File: src/rtl/fp16_add_reduce_ctrl_if.sv
// Bundle of the element stream, sum stream and external adder signals.
// master: the reduction controller; slave: its environment.
interface fp16_add_reduce_ctrl_if #(
   parameter int unsigned DATA_W = 16,
   parameter int unsigned CNT_W  = 8
);
   logic              in_valid;
   logic              in_ready;
   logic [DATA_W-1:0] in_data;
   logic              in_last;
   logic              out_valid;
   logic              out_ready;
   logic [DATA_W-1:0] out_sum;
   logic [CNT_W-1:0]  out_count;
   logic              add_start;
   logic [DATA_W-1:0] add_in1;
   logic [DATA_W-1:0] add_in2;
   logic [DATA_W-1:0] add_result;
   logic              busy;

   modport master (
      input  in_valid, in_data, in_last, out_ready, add_result,
      output in_ready, out_valid, out_sum, out_count, add_start, add_in1, add_in2, busy
   );

   modport slave (
      output in_valid, in_data, in_last, out_ready, add_result,
      input  in_ready, out_valid, out_sum, out_count, add_start, add_in1, add_in2, busy
   );
endinterface

File: src/rtl/fp16_add_reduce_ctrl.sv
// Reduces each packet of FP16 elements to one sum by sequencing serial requests
// to an external fixed-latency adder. No arithmetic is done here.
module fp16_add_reduce_ctrl #(
   parameter int unsigned DATA_W  = 16,
   parameter int unsigned ADD_LAT = 3,
   parameter int unsigned CNT_W   = 8
) (
   input  logic                  CLK,
   input  logic                  nRST,
   fp16_add_reduce_ctrl_if.master bus
);
   localparam int unsigned WCNT_W = $clog2(ADD_LAT + 1);
   localparam logic [WCNT_W-1:0] WCNT_INIT = WCNT_W'(ADD_LAT);

   typedef enum logic [1:0] {StIdle, StFetch, StWait, StDone} state_e;

   state_e            state_q, state_d;
   logic [DATA_W-1:0] acc_q, acc_d;
   logic [CNT_W-1:0]  cnt_q, cnt_d;
   logic              last_q, last_d;
   logic [WCNT_W-1:0] wcnt_q, wcnt_d;
   logic [DATA_W-1:0] in1_q, in1_d;
   logic [DATA_W-1:0] in2_q, in2_d;
   logic              start_q, start_d;
   logic              in_ready;
   logic              in_xfer;

   assign in_ready = (state_q == StIdle) || (state_q == StFetch);
   assign in_xfer  = bus.in_valid && in_ready;

   // Next-state and datapath register updates.
   always_comb begin
      state_d = state_q;
      acc_d   = acc_q;
      cnt_d   = cnt_q;
      last_d  = last_q;
      wcnt_d  = wcnt_q;
      in1_d   = in1_q;
      in2_d   = in2_q;
      start_d = 1'b0;
      case (state_q)
         StIdle: begin
            if (in_xfer) begin
               acc_d   = bus.in_data;
               cnt_d   = CNT_W'(1);
               state_d = bus.in_last ? StDone : StFetch;
            end
         end
         StFetch: begin
            if (in_xfer) begin
               in1_d   = acc_q;
               in2_d   = bus.in_data;
               last_d  = bus.in_last;
               // Count saturates; accumulation carries on regardless.
               cnt_d   = (cnt_q == {CNT_W{1'b1}}) ? cnt_q : cnt_q + CNT_W'(1);
               wcnt_d  = WCNT_INIT;
               start_d = 1'b1;
               state_d = StWait;
            end
         end
         StWait: begin
            // Result is valid in the last of the ADD_LAT wait cycles.
            if (wcnt_q == WCNT_W'(1)) begin
               acc_d   = bus.add_result;
               state_d = last_q ? StDone : StFetch;
            end else begin
               wcnt_d = wcnt_q - WCNT_W'(1);
            end
         end
         StDone: begin
            if (bus.out_ready) state_d = StIdle;
         end
         default: state_d = StIdle;
      endcase
   end

   // State and datapath registers with asynchronous reset.
   always_ff @(posedge CLK or negedge nRST) begin
      if (!nRST) begin
         state_q <= StIdle;
         acc_q   <= '0;
         cnt_q   <= '0;
         last_q  <= 1'b0;
         wcnt_q  <= '0;
         in1_q   <= '0;
         in2_q   <= '0;
         start_q <= 1'b0;
      end else begin
         state_q <= state_d;
         acc_q   <= acc_d;
         cnt_q   <= cnt_d;
         last_q  <= last_d;
         wcnt_q  <= wcnt_d;
         in1_q   <= in1_d;
         in2_q   <= in2_d;
         start_q <= start_d;
      end
   end

   assign bus.in_ready  = in_ready;
   assign bus.out_valid = (state_q == StDone);
   assign bus.out_sum   = acc_q;
   assign bus.out_count = cnt_q;
   assign bus.add_start = start_q;
   assign bus.add_in1   = in1_q;
   assign bus.add_in2   = in2_q;
   assign bus.busy      = (state_q != StIdle);
endmodule

File: src/flat_wrapper.sv
// flat-port wrapper written by rule: the top's interface ports become plain ports
module fp16_add_reduce_ctrl_flat 
#(
   parameter int unsigned DATA_W  = 16,
   parameter int unsigned ADD_LAT = 3,
   parameter int unsigned CNT_W   = 8
)
  (CLK, nRST, bus_in_valid, bus_in_data, bus_in_last, bus_out_ready, bus_add_result, bus_in_ready, bus_out_valid, bus_out_sum, bus_out_count, bus_add_start, bus_add_in1, bus_add_in2, bus_busy);
  fp16_add_reduce_ctrl_if #(.DATA_W(DATA_W), .CNT_W(CNT_W)) bus_i ();
  input  logic CLK;
  input  logic nRST;
  input wire logic [$bits(bus_i.in_valid)-1:0] bus_in_valid;
  input wire logic [$bits(bus_i.in_data)-1:0] bus_in_data;
  input wire logic [$bits(bus_i.in_last)-1:0] bus_in_last;
  input wire logic [$bits(bus_i.out_ready)-1:0] bus_out_ready;
  input wire logic [$bits(bus_i.add_result)-1:0] bus_add_result;
  output wire logic [$bits(bus_i.in_ready)-1:0] bus_in_ready;
  output wire logic [$bits(bus_i.out_valid)-1:0] bus_out_valid;
  output wire logic [$bits(bus_i.out_sum)-1:0] bus_out_sum;
  output wire logic [$bits(bus_i.out_count)-1:0] bus_out_count;
  output wire logic [$bits(bus_i.add_start)-1:0] bus_add_start;
  output wire logic [$bits(bus_i.add_in1)-1:0] bus_add_in1;
  output wire logic [$bits(bus_i.add_in2)-1:0] bus_add_in2;
  output wire logic [$bits(bus_i.busy)-1:0] bus_busy;
  assign bus_i.in_valid = bus_in_valid;
  assign bus_i.in_data = bus_in_data;
  assign bus_i.in_last = bus_in_last;
  assign bus_i.out_ready = bus_out_ready;
  assign bus_i.add_result = bus_add_result;
  assign bus_in_ready = bus_i.in_ready;
  assign bus_out_valid = bus_i.out_valid;
  assign bus_out_sum = bus_i.out_sum;
  assign bus_out_count = bus_i.out_count;
  assign bus_add_start = bus_i.add_start;
  assign bus_add_in1 = bus_i.add_in1;
  assign bus_add_in2 = bus_i.add_in2;
  assign bus_busy = bus_i.busy;
  fp16_add_reduce_ctrl #(.DATA_W(DATA_W), .ADD_LAT(ADD_LAT), .CNT_W(CNT_W)) u_core (.CLK(CLK), .nRST(nRST), .bus(bus_i));
endmodule
File: config.mk
export PLATFORM = sky130hd
export DESIGN_NAME = fp16_add_reduce_ctrl_flat
export DESIGN_NICKNAME = d
export VERILOG_FILES = /design/src/rtl/fp16_add_reduce_ctrl_if.sv /design/src/rtl/fp16_add_reduce_ctrl.sv /design/src/flat_wrapper.sv
export SDC_FILE = /design/constraint.sdc
export NUM_CORES = 1
export LEC_CHECK = 0
export CAP_MARGIN = 5
export CORE_MARGIN = 3
export CORE_UTILIZATION = 43
export DETAILED_ROUTE_END_ITERATION = 16
export HOLD_SLACK_MARGIN = 0.03
export PLACE_DENSITY = 0.77
export REMOVE_ABC_BUFFERS = 1
export SETUP_SLACK_MARGIN = 0.3
export SLEW_MARGIN = 20
export SYNTH_ARGS = -nofsm -noshare
export SYNTH_HDL_FRONTEND = slang
export SYNTH_SLANG_ARGS = --single-unit
File: constraint.sdc
create_clock -name CLK -period 3.7 [get_ports CLK]
set_input_delay 1.11 -clock CLK [delete_from_list [all_inputs] [get_ports CLK]]
set_output_delay 1.11 -clock CLK [all_outputs]
set_load 0.005 [all_outputs]
# [Word level (Yosys, flattened, before mapping)]
# Cells that the tools add are included.
[op_classes] n_addsub=2 n_eq_ne=11 mux=19 n_reduce_logical=12
[op_table] cell="$mux 16" n=2
[op_table] cell="$pmux 16 s2" n=1
[op_table] cell="$mux 8" n=3
[op_table] cell="$mux 2" n=8
[op_table] cell="$pmux 8 s2" n=1
[op_table] cell="$add 8x1->8 const B" n=1
[op_table] cell="$eq 8x8->1 const B" n=1
[op_table] cell="$pmux 2 s4" n=1
[op_table] cell="$reduce_and 4->1" n=2
[op_table] cell="$reduce_bool 2->1" n=4
[op_table] cell="$ne 2x1->1 const B" n=3
[op_table] cell="$ne 2x2->1 const B" n=3
[op_table] cell="$reduce_and 3->1" n=2
[op_table] cell="$eq 2x1->1 const B" n=2
[op_table] cell="$eq 2x2->1 const B" n=2
[op_table] cell="$pmux 2 s2" n=1
[op_table] cell="$logic_not 2->1" n=1
[op_table] cell="$mux 1" n=2
[op_table] cell="$reduce_and 2->1" n=1
[op_table] cell="$sub 2x1->2 const B" n=1
[op_table] cell="$logic_and 1x1->1" n=1
[op_table] cell="$logic_or 1x1->1" n=1
[totals] register_bits=62 out_inout_bits=60 word_cells=52

# [Longest topological paths before layout]
# Gate-level depths: netlist (run 1).
[logic_depth] word_depth=5 mapped_depth=9

# [Worst setup path before layout (run 1)]
# No wires, ideal clock.
[synth_timing] kind="reg2out" from="register u_core.state_q[1]" to="output bus_in_ready" arrival_time_ns=0.897 setup_slack_ns=1.693 path_stages_with_launch=6 n_path_buf=1 cell_sequence="dfrtp_1 > inv_1 > ha_1 > buf_4 > nor2_1 > inv_1"
[synth_between] elab_chain_cells=2 elab_cells_between_ends=3
[synth_rtl] item="from (decl)" line_no="fp16_add_reduce_ctrl.sv:17" rtl="state_e state_q, state_d;"
[synth_rtl] item="from (signal assigned)" line_no="fp16_add_reduce_ctrl.sv:80" rtl="state_q <= StIdle;"
[synth_rtl] item="from (signal assigned)" line_no="fp16_add_reduce_ctrl.sv:89" rtl="state_q <= state_d;"
[synth_rtl] item="$eq 2x1->1 or $logic_not 2->1 (tied branches)" line_no="fp16_add_reduce_ctrl.sv:28" rtl="assign in_ready = (state_q == StIdle) || (state_q == StFetch);"
[synth_rtl] item="$logic_or 1x1->1 (*)" line_no="fp16_add_reduce_ctrl.sv:28"
[synth_rtl] item="to (decl)" line_no="flat_wrapper.sv:17" rtl="output wire logic [$bits(bus_i.in_ready)-1:0] bus_in_ready;"
# Mark *: on every way between the ends. The rest lies on a longest branch, timed or not.

# [Worst setup path in the final report (run 1)]
# Ends and elaborated chain as after synthesis.

==> results.txt, run 1 <==
- The first detailed-routing pass ran for 4 iterations.
- For this design, the sink count on the clock tree is 62.
- In this run the remaining antenna-violating nets after routing total 0.
- The clock reaches the later pin of the worst-skew pair after 0.32 ns.
- Global routing consumed, over all layers together, 18.48% of the routing resources.
- The finished layout holds approximately 400 standard cells, fillers aside.
- Final period demand of the worst path: 3.099 ns
- #FFs+latches synth: between 60 and 70
- Drt wl/cell: 16.10 microns
- The worst setup path is of the reg2out kind.
* Number of placed instances, taps included: slightly below 400
* Unrepaired setup endpoints after global routing: no
- Top-level port count: 97
* Pwr dens: just under 900 nW/um^2
* Wire length of the first global-routing pass: roughly 11000 microns
- Synthesized area divided by synthesized cell count: 12.11 sq um
- In the final design database the tool counted 372 nets.
* Distinct cell type count after synthesis: 30
* Gr ovfl total: 0
- At the end of routability-driven placement, the weighted congestion stood at 0.8866.
- Number of antenna violations at the first check in global routing: 0
- Crit path required time: 2.59 ns
- Buffers placed on the I/O ports in this run total 96.
- Worst setup EP type: output port
* Clk slew on worst S/H paths: 0.06 ns
- Setup TNS: 0 ns
- Worst Slack Setup Final: 0.6014 ns
- Sequential elements use 56.70% of the synthesized area.
- Most common cell after layout, fill and taps aside: sky130_fd_sc_hd__clkdlybuf4s50_1
- The final number of hold-violating endpoints came to 0.
- Via/cell ratio: between 5 and 6
* Number of DRC markers after the initial detailed-route iteration: approximately 110
- Yosys warns: 0
* Initial Util: 45.41%
* Antenna Cells: 0
- After floorplanning, the core was sized to cover 6026 sq um.
- STA puts the critical path data arrival time at 1.99 ns.
- In the finished design, the share of the clock period the worst path needs comes to 83.75%.
* Via count: between 2000 and 2500
* Area of the die: 7356 sq um
- Worst slack at placement: 0.9425 ns
* Worst-case clock buffer depth: 2
* IR Drop Worst-Case VDD: 465.0 uV
* Filler cells: about 480
* Total setup violations reported at the end of the flow: 0
* Die Height: roughly 86 microns
- Worst min-delay path class: reg2reg
- TritonCTS built the clock tree.
- Peak clock frequency supported by timing: around 320 MHz
* Root buffer cell: sky130_fd_sc_hd__clkbuf_8
- In the layout the commonest cells are sky130_fd_sc_hd__clkdlybuf4s50_1, sky130_fd_sc_hd__dfrtp_1, sky130_fd_sc_hd__mux2_2.
* Static Leak: ~1.7 nW
- Highest fanout seen on the critical path: 10
* Synthesized area: approximately 2700 sq um
- Entering global routing, the biggest net connects 33 pins.
- The number of setup buffers added after CTS is 0.
* Vias in the first global route: 2064
* Fraction of post-synthesis cell area in the top cell type by area: 56.70%
* Core Rows: 28
- Max_cap viols: 0
- Final Slew Violations: 0
- Final Routed Wirelength: 6570 microns
* Synthesis-to-layout area growth: 46.50%
- STA classifies the critical path startpoint as a register.
- Finished Core Util: 66.53%
* Number of buffers created by CTS: 9
- Final routed DRC violation total: 0
* Number of resized instances in the post-cts repair step: 0
- On the final layout, the worst clock skew is roughly 0.0076 ns.
- Yosys top cell by area: sky130_fd_sc_hd__dfrtp_1
- CTS built an H-tree with a depth of 3.
* Ranking of synthesized cells by area: sky130_fd_sc_hd__dfrtp_1, sky130_fd_sc_hd__mux2_2, sky130_fd_sc_hd__mux2i_1, sky130_fd_sc_hd__a21oi_1, sky130_fd_sc_hd__nor2_1
- Post-detailed-placement half-perimeter wirelength: 4749 microns
- The worst pin sits at a relative slew slack of 51.93%.
- Floorplan die width: ~86 microns
* Hold buffer count at CTS: 0
* Post-Synthesis Cells: around 230
* Share of post-route cells with drive strength above 1: 17.42%
* Worst-Margin Slew: about 0.7 ns
- The flow ran to the end, and the final reports show no timing, DRC or antenna violations.
[cells in the mapped netlist, drive strengths merged]
library cell and count:
dfrtp 62, mux2 33, nor2 21, a21oi 20, mux2i 19, nand2 14, inv 10, buf 9
ha 6, nand3 6, o21ai 6, or4 3, a22o 2, nor2b 2, o221ai 2, a21o 1
a2bb2oi 1, a31oi 1, a32oi 1, and2 1, nand2b 1, nand4 1, nor3 1, o311ai 1
or3 1, or4b 1
[where the power goes]
group	total [W]	switching, W	internal (W)
sequential	0.00123	0.000221	0.00101
combinational	0.00168	0.000677	0.000999
clock	0.000665	0.000255	0.000410
total	0.00357	0.00115	0.00242
[layer usage]
layer | GRT usage, % | up-vias | wire length (microns)
met2 | 29.59 | 67 | 3314
met5 | 0 | - | 0
li1 | - | 1001 | -
met1 | 23.76 | 1010 | 2792
met4 | 8.058 | 0 | 72
met3 | 4.707 | 6 | 390
[path summary, 6_finish.rpt]
path / startpoint / to / slack [ns] / cells past startpoint
worst max-delay path: u_core.state_q[1]$_DFFE_PN0P_ / bus_in_ready / 0.60 / 5
worst min-delay path: u_core.bus.add_in2[10]$_DFFE_PN0P_ / u_core.bus.add_in2[10]$_DFFE_PN0P_ / 0.50 / 1
worst max register to register: u_core.state_q[0]$_DFFE_PN0P_ / u_core.bus.out_sum[8]$_DFFE_PN0P_ / 1.55 / 7
worst min register to register: u_core.bus.add_in2[10]$_DFFE_PN0P_ / u_core.bus.add_in2[10]$_DFFE_PN0P_ / 0.50 / 1
max in group asynchronous: nRST / u_core.bus.add_in2[10]$_DFFE_PN0P_ / 2.24 / 2
min in group asynchronous: nRST / u_core.bus.add_in2[4]$_DFFE_PN0P_ / 0.84 / 1
[final cells by class]
type	instances	area [sq um]	share of cell area, %
clock buffers	11	151.4	3.777
multi-input cells	145	1099	27.40
flip-flops and latches	62	1551	38.70
clock inverters	4	70.07	1.748
well taps	75	93.84	2.341
inverters	10	37.54	0.9363
repair buffers	101	1006	25.09
[critical path, stage by stage, from the launching register on]
cell,delay (ns)
sky130_fd_sc_hd__dfrtp_1,0.40
sky130_fd_sc_hd__inv_1,0.12
sky130_fd_sc_hd__ha_1,0.42
sky130_fd_sc_hd__nor2_1,0.12
sky130_fd_sc_hd__inv_1,0.10
sky130_fd_sc_hd__clkdlybuf4s50_1,0.51
[logic make-up after synthesis]
| logic type | Yosys count | share of synthesized area, % |
|---|---|---|
| buffers and inverters | 19 | 3.383 |
| AOI/OAI and AO/OA | 35 | 7.499 |
| adders and majority gates | 6 | 2.743 |
| DFF | 62 | 56.70 |
| muxes | 52 | 20.53 |
| and+or+nand+nor | 52 | 9.146 |
[flip-flops by register name, indices dropped and copies added (netlist names)]
signal                flops
u_core.bus.add_in1       16
u_core.last_q             1
u_core.bus.out_sum       16
u_core.bus.add_in2       16
u_core.wcnt_q             2
u_core.bus.add_start      1
u_core.bus.out_count      8
u_core.state_q            2
[through the flow]
step | total power [W] | area, sq um | hold slack (ns)
after floorplan | 0.001992 | 2681 | 0.4810
after global placement | 0.002883 | 3787 | 0.4879
after detailed placement | 0.002939 | 3787 | 0.4928
after CTS | 0.003622 | 4009 | 0.5071
after global routing | 0.003825 | 4009 | 0.5223
final | 0.003574 | 4009 | 0.5031
(Power assumes the default switching activity.)
==> run 2: changes to the inputs <==
CORE_UTILIZATION = 40   (was 43)
PLACE_DENSITY = 0.75   (was 0.77)
clock period = 2.7 ns   (was 3.7 ns; I/O delays follow)
==> run 2 against run 1 <==
  * Via count is 2.6% higher
  * Critical path depth stayed put
  * Global-route usage is 0.26 points lower
==> results.txt, run 2 (synthesis gave the netlist of run 1 again) <==
- Top-level port count: 97 (unchanged)
- Synthesis-to-layout area growth: 48.19% (was 46.50%)
* Share of post-route cells with drive strength above 1: 20.06% (was 17.42%)
- Highest fanout seen on the critical path: 3 (was 10)
* Reg-to-reg slack, setup: 0.61 ns (was 1.55 ns)
* Final routed DRC violation total: 0 (unchanged)
* Core Rows: 29 (was 28)
- Post-route ant nets: 0 (unchanged)
- Critical path, cell by cell: buf_4, ha_4, nor2_1, inv_1, dlygate4sd2_1 (was inv_1, ha_1, nor2_1, inv_1, clkdlybuf4s50_1).
- The length in cells of the worst reg-to-reg path was 9 (was 7).
* Kind of cell adding the most delay to the critical path: buffers and inverters (unchanged)
- Final clock skew: 0.006893 ns (was 0.007576 ns)
- The die span in y came to 88.71 microns (was 85.77 microns).
- The wire length per cell came to 15.45 microns (was 16.10 microns).
- The initial detailed-routing violation count came to 86 (was 106).
- Core Area: 6495 sq um (was 6026 sq um)
* Most frequent cells in the layout: sky130_fd_sc_hd__clkdlybuf4s50_1, sky130_fd_sc_hd__dfrtp_1, sky130_fd_sc_hd__mux2_2 (unchanged)
- The post-route cell area is 4055 sq um (was 4009 sq um).
* Final Slew Violations: 0 (unchanged)
- The worst path uses 86.86% of the clock period.
* Post-detailed-placement half-perimeter wirelength: 4582 microns (was 4749 microns)
* Pin count of the biggest net entering global routing: 35 (was 33)
- The power per cell area came to 1210 nW/um^2 (was 891.5 nW/um^2).
- The number of global-route vias before repair came to 2198 (was 2064).
- Final period demand of the worst path: roughly 2.3 ns
- Critical-path cell with the highest stage delay: sky130_fd_sc_hd__dfrtp_2 (was sky130_fd_sc_hd__clkdlybuf4s50_1)
- Worst setup EP type: output port (unchanged)
- Filler cells: 520 (was 478)
- The reg-to-reg startpoint is u_core.state_q[0]$_DFFE_PN0P_ (unchanged).
* Initial Util: 42.13% (was 45.41%)
- For this run, the top clock speed supported by timing is 426.4 MHz.
- The initial antenna violation count was 0 (unchanged).
* Wire length of the first global-routing pass: 10580 microns (was 10500 microns)
- Critical Path Source Type: register (unchanged)
- The vias per cell was 5.142 (was 5.108).
* Number of levels in the clock H-tree: 3 (unchanged)
- Type of the worst setup path: reg2out (unchanged)
- The clock insertion delay at the later pin of the skew report is 0.34 ns (was 0.32 ns).
- Net count, final: 377 (was 372)
- The setup total negative slack is 0 ns (unchanged).
- The worst reg2reg path endpoint is u_core.bus.out_sum[15]$_DFFE_PN0P_ (was u_core.bus.out_sum[8]$_DFFE_PN0P_).
* Clock tree from TritonCTS: yes (unchanged)
- Worst-Margin Slew: 0.6664 ns (was 0.7211 ns)
* CP Buf/Inv Count: 3 (unchanged)
* Number of buffers created by CTS: 9 (unchanged)
- The number of detailed-routing iterations run before antenna repair is 4 (unchanged).
- Unrepaired setup endpoints after global routing: yes (was no).
* Area of the die: 7869 sq um (was 7356 sq um)
- The longest individual stage delay on the worst path came to 0.44 ns (was 0.51 ns).
- Root buffer cell: sky130_fd_sc_hd__clkbuf_8 (unchanged)
- The filler-free cell count of the finished design is 416 (was 408).
* Worst-case clock buffer depth: 2 (unchanged)
- The final number of hold-violating endpoints came to 0 (unchanged).
* Number of sinks handled by clock tree synthesis: 62 (unchanged)
- Floorplan die width: 88.71 microns (was 85.77 microns)
* Worst min-delay path class: in2async (was reg2reg)
- The antenna diode instance count came to 0 (unchanged).
- The via count of the routed design was 2139 (was 2084).
- Relative slew margins: 55.57% (was 51.93%)
- Crit path arrival time: 1.54 ns (was 1.99 ns)
* Max_cap viols: 0 (unchanged)
* Static Leak: 1.701 nW (was 1.686 nW)
- The post-detailed-routing wire length came to 6428 microns (was 6570 microns).
* Most common cell after layout, fill and taps aside: sky130_fd_sc_hd__clkdlybuf4s50_1 (unchanged)
* Gr ovfl total: 0 (unchanged)
* IR Drop Worst-Case VDD: 532.3 uV (was 465.0 uV)
- Count of input and output buffers: 96 (unchanged)
- The placed instance area was 3797 sq um (was 3787 sq um).
- Crit path required time: 1.89 ns (was 2.59 ns)
* Hold slack: 0.4945 ns (was 0.5031 ns)
* Number of placed instances, taps included: 396 (was 393)
- RePlAce Congestion: 0.7481 (was 0.8866)
* Clk slew on worst S/H paths: 0.07 ns (was 0.06 ns)
* Global router's overall resource usage: 18.21% (was 18.48%)
* Total setup violations reported at the end of the flow: 0 (unchanged)
* Run status: complete, no violations (unchanged)
## run 2: final cells by class
| type | count | area, sq um | area share [%] |
|---|---|---|---|
| Tap cell | 77 | 96.34 | 2.376 |
| Multi-Input combinational cell | 145 | 1124 | 27.71 |
| Sequential cell | 62 | 1553 | 38.29 |
| Clock buffer | 12 | 155.1 | 3.826 |
| Clock inverter | 4 | 45.04 | 1.111 |
| Inverter | 10 | 40.04 | 0.9873 |
| Timing Repair Buffer | 106 | 1042 | 25.70 |
## run 2: worst max-delay path by stage
| stage | end | cells after the start | slack [ns] | startpoint |
|---|---|---|---|---|
| finish | bus_in_ready | 5 | 0.35 | u_core.state_q[0]$_DFFE_PN0P_ |
| global route | bus_busy | 4 | 0.28 | u_core.state_q[1]$_DFFE_PN0P_ |
| CTS | bus_busy | 4 | 0.34 | u_core.state_q[0]$_DFFE_PN0P_ |
| detailed placement | u_core.bus.out_count[3]$_DFFE_PN0P_ | 6 | 0.09 | bus_in_valid |
| global placement | u_core.bus.out_count[3]$_DFFE_PN0P_ | 6 | 0.20 | bus_in_valid |
| floorplan | u_core.bus.out_sum[0]$_DFFE_PN0P_ | 5 | 0.04 | u_core.state_q[0]$_DFFE_PN0P_ |
## run 2: through the flow
| stage | util [%] | setup WS (ns) | total power, W |
|---|---|---|---|
| after floorplan | - | 0.04350 | 0.002730 |
| after global placement | 58.47 | 0.2038 | 0.003965 |
| after detailed placement | 58.47 | 0.08947 | 0.004033 |
| after CTS | 62.28 | 0.3395 | 0.004946 |
| after global routing | 62.43 | 0.2815 | 0.005280 |
| final | 62.43 | 0.3548 | 0.004905 |
## run 2: power breakdown
part           total (W)  leakage, nW  internal [W]  switching (W)
combinational    0.00238        0.879       0.00142       0.000955
sequential       0.00170        0.715       0.00139       0.000313
clock           0.000827        0.106      0.000472       0.000355
total            0.00490         1.70       0.00328        0.00162
## run 2: timing repair
action                                  in CTS  in global routing
endpoints found under the setup margin       2                  3
pin swaps                                    0                  0
resized for setup                            8                  2
hold buffers                                 0                  0
setup buffers                                3                  1
## run 2: routing by layer
metal	share of wire [%]	global-route usage [%]	wire (microns)	vias up
met5	0	0	0	-
met4	1.3	6.181	86	0
met3	7.5	8.752	479	7
met2	49	28.74	3177	61
met1	42	21.86	2685	1053
li1	-	-	-	1018
==> run 3: changes to the inputs <==
CORE_MARGIN = 8   (was 3)
==> run 3 against run 2 <==
  * Sequential share of layout area down 0.066 points
  * Critical path depth fell by 2
  * Register-to-register slack gained 0.16 ns
  * Global-route usage is 3.2 points lower
  * Largest cell class unchanged
  * Die area increased by 24%
  * Clock-buffer cell count decreased by 1
  * Clock skew up 0.0040 ns
  * Power up 1.8%
  * Utilization decreased by 2.0 points
==> results.txt, run 3 (synthesis gave the netlist of run 1 again) <==
- The final number of hold-violating endpoints came to 0 (unchanged).
* Setup TNS: 0 ns (unchanged)
- The reported max-cap violation count is 0 (unchanged).
- Global router's overall resource usage: 15.01% (was 18.21%)
* Synthesis-to-layout area growth: 48.33% (was 48.19%)
* Pin count of the biggest net entering global routing: 35 (unchanged)
- Number of iterations in the first detailed-routing pass: 4 (unchanged)
- Floorplan die width: 98.71 microns (was 88.71 microns)
* Post-route ant nets: 0 (unchanged)
* RePlAce Congestion: 0.7785 (was 0.7481)
* Run status: complete, no violations (unchanged)
* Die Height: 98.71 microns (was 88.71 microns)
- Number of DRC markers after the initial detailed-route iteration: 113 (was 86)
* Worst-Margin Slew: 0.4456 ns (was 0.6664 ns)
- The worst max-slew margin expressed relative to the limit was 70.29% (was 55.57%).
- Worst min-delay path class: in2async (unchanged)
- Clock tree from TritonCTS: yes (unchanged)
- The I/O pin total is 97 (unchanged).
- The maximum level of the CTS H-tree is 3 (unchanged).
* Met2 WL: 3302 microns (was 3177 microns)
- Net count, final: 378 (was 377)
- Worst setup EP type: output port (unchanged)
- The total congestion overflow after global routing came to 0 (unchanged).
* Routed metal-1 wirelength: 2946 microns (was 2685 microns)
* Worst-case clock buffer depth: 2 (unchanged)
- The power per cell area was 1230 nW/um^2 (was 1210 nW/um^2).
- IR Drop Worst-Case VDD: 546.3 uV (was 532.3 uV)
- Root buffer cell: sky130_fd_sc_hd__clkbuf_8 (unchanged)
* Final Routed Wirelength: 6951 microns (was 6428 microns)
- The data arrival time at the worst-slack endpoint came to 1.53 ns (was 1.54 ns).
* Number of antenna violations at the first check in global routing: 0 (unchanged)
* Highest fanout seen on the critical path: 3 (unchanged)
* Total setup violations reported at the end of the flow: 0 (unchanged)
* Number of buffers created by CTS: 9 (unchanged)
- Reg-to-reg slack, setup: 0.77 ns (was 0.61 ns)
- The vias per cell was 5.043 (was 5.142).
* Count of input and output buffers: 96 (unchanged)
- The length in cells of the worst reg-to-reg path is 8 (was 9).
* Peak clock frequency supported by timing: 427.0 MHz (was 426.4 MHz)
- The total power of the final layout is 0.004992 W (was 0.004905 W).
* Highest metal layer with signal wires: met4 (unchanged)
- Hold buffer count at CTS: 0 (unchanged)
- Clk slew on worst S/H paths: 0.07 ns (about the same)
* Wire length of the first global-routing pass: 11660 microns (was 10580 microns)
* Final period demand of the worst path: 2.342 ns (was 2.345 ns)
* Via count: 2113 (was 2139)
- The critical path start-end classification is reg2out (unchanged).
* Clock latency on the worst-skew pair: 0.32 ns (was 0.34 ns)
- Initial Util: 40.73% (was 42.13%)
- Final period util: 86.75% (was 86.86%)
- Core Area: 6719 sq um (was 6495 sq um)
- The startpoint class of the critical path is a register (unchanged).
* Unrepaired setup endpoints after global routing: no (was yes)
- Static Leak: 1.710 nW (was 1.701 nW)
* Drt wl/cell: 16.59 microns (was 15.45 microns)
- The number of global-route vias before repair was 2280 (was 2198).
- Final Slew Violations: 0 (unchanged)
- The DRC violation count after routing was 0 (unchanged).
* Post-detailed-placement half-perimeter wirelength: 5105 microns (was 4582 microns)
- The commonest non-fill, non-tap cell in the layout is sky130_fd_sc_hd__clkdlybuf4s50_1 (unchanged).
- The cell row count came to 30 (was 29).
- Final clock skew: 0.01093 ns (was 0.006893 ns)
* Number of sinks handled by clock tree synthesis: 62 (unchanged)
- The antenna diode instance count came to 0 (unchanged).
- The required time reported for the critical path endpoint is 1.89 ns (about the same).
- Share of post-route cells with drive strength above 1: 19.76% (was 20.06%)
- Area of the die: 9744 sq um (was 7869 sq um)
* Total length of routed met3 wires: 624 microns (was 479 microns)
- Most frequent cells in the layout: sky130_fd_sc_hd__clkdlybuf4s50_1, sky130_fd_sc_hd__dfrtp_1, sky130_fd_sc_hd__mux2_2 (unchanged)
-- run 3: changes by cell type in the layout (fill, tap and decap cells not counted), sizes merged --
cell,before,now
buf,11,12
bufinv,1,2
clkinv,3,2
clkbuf,12,11
-- run 3: path summary, 6_finish.rpt --
kind                                                    from                                end
setup / recovery               u_core.state_q[0]$_DFFE_PN0P_                      bus_out_valid
hold / removal                                          nRST  u_core.bus.add_in1[6]$_DFFE_PN0P_
setup reg to reg               u_core.state_q[0]$_DFFE_PN0P_  u_core.bus.out_sum[3]$_DFFE_PN0P_
hold reg to reg            u_core.bus.add_in2[7]$_DFFE_PN0P_  u_core.bus.add_in2[7]$_DFFE_PN0P_
max in group asynchronous                               nRST      u_core.state_q[0]$_DFFE_PN0P_
min in group CLK           u_core.bus.add_in2[7]$_DFFE_PN0P_  u_core.bus.add_in2[7]$_DFFE_PN0P_
-- run 3: critical path: stages (launching register included) --
cell	delay [ns]
sky130_fd_sc_hd__dfrtp_1	0.41
sky130_fd_sc_hd__buf_4	0.15
sky130_fd_sc_hd__ha_1	0.21
sky130_fd_sc_hd__clkdlybuf4s50_1	0.45
-- run 3: report_power, final --
group | switching, W | leakage, nW | internal, W | total [W]
combinational | 0.000984 | 0.879 | 0.00142 | 0.00240
sequential | 0.000304 | 0.716 | 0.00139 | 0.00169
clock | 0.000335 | 0.115 | 0.000562 | 0.000898
-- run 3: timing repair --
action                     4_1_cts  5_1_grt
buffers inserted                 3        0
setup endpoints to repair        2        0
resized for setup                5        0
-- run 3: layer usage --
metal,up-vias,GRT usage [%]
met5,-,0
met4,0,6.612
met3,7,6.906
met2,64,23.60
met1,1029,17.13
li1,1013,-
-- run 3: final cells by class --
| class | count | area [sq um] |
|---|---|---|
| flip-flops and latches | 62 | 1551 |
| fillers | 573 | 2660 |
| inverters | 10 | 37.54 |
| multi-input cells | 145 | 1111 |
| well taps | 80 | 100.1 |
| repair buffers | 107 | 1037 |
| clock buffers | 11 | 151.4 |
| clock inverters | 4 | 70.07 |
-- run 3: stage by stage --
step | utilization [%] | hold WS [ns] | instance area, sq um | instances | setup WS, ns
floorplan | - | 0.4810 | 2681 | 217 | 0.04350
global placement | 56.61 | 0.4856 | 3804 | 401 | 0.3347
detailed placement | 56.61 | 0.4933 | 3804 | 401 | 0.2892
CTS | 60.41 | 0.4991 | 4059 | 419 | 0.3461
global route | 60.41 | 0.5166 | 4059 | 419 | 0.3082
finish | 60.41 | 0.5034 | 4059 | 419 | 0.3579
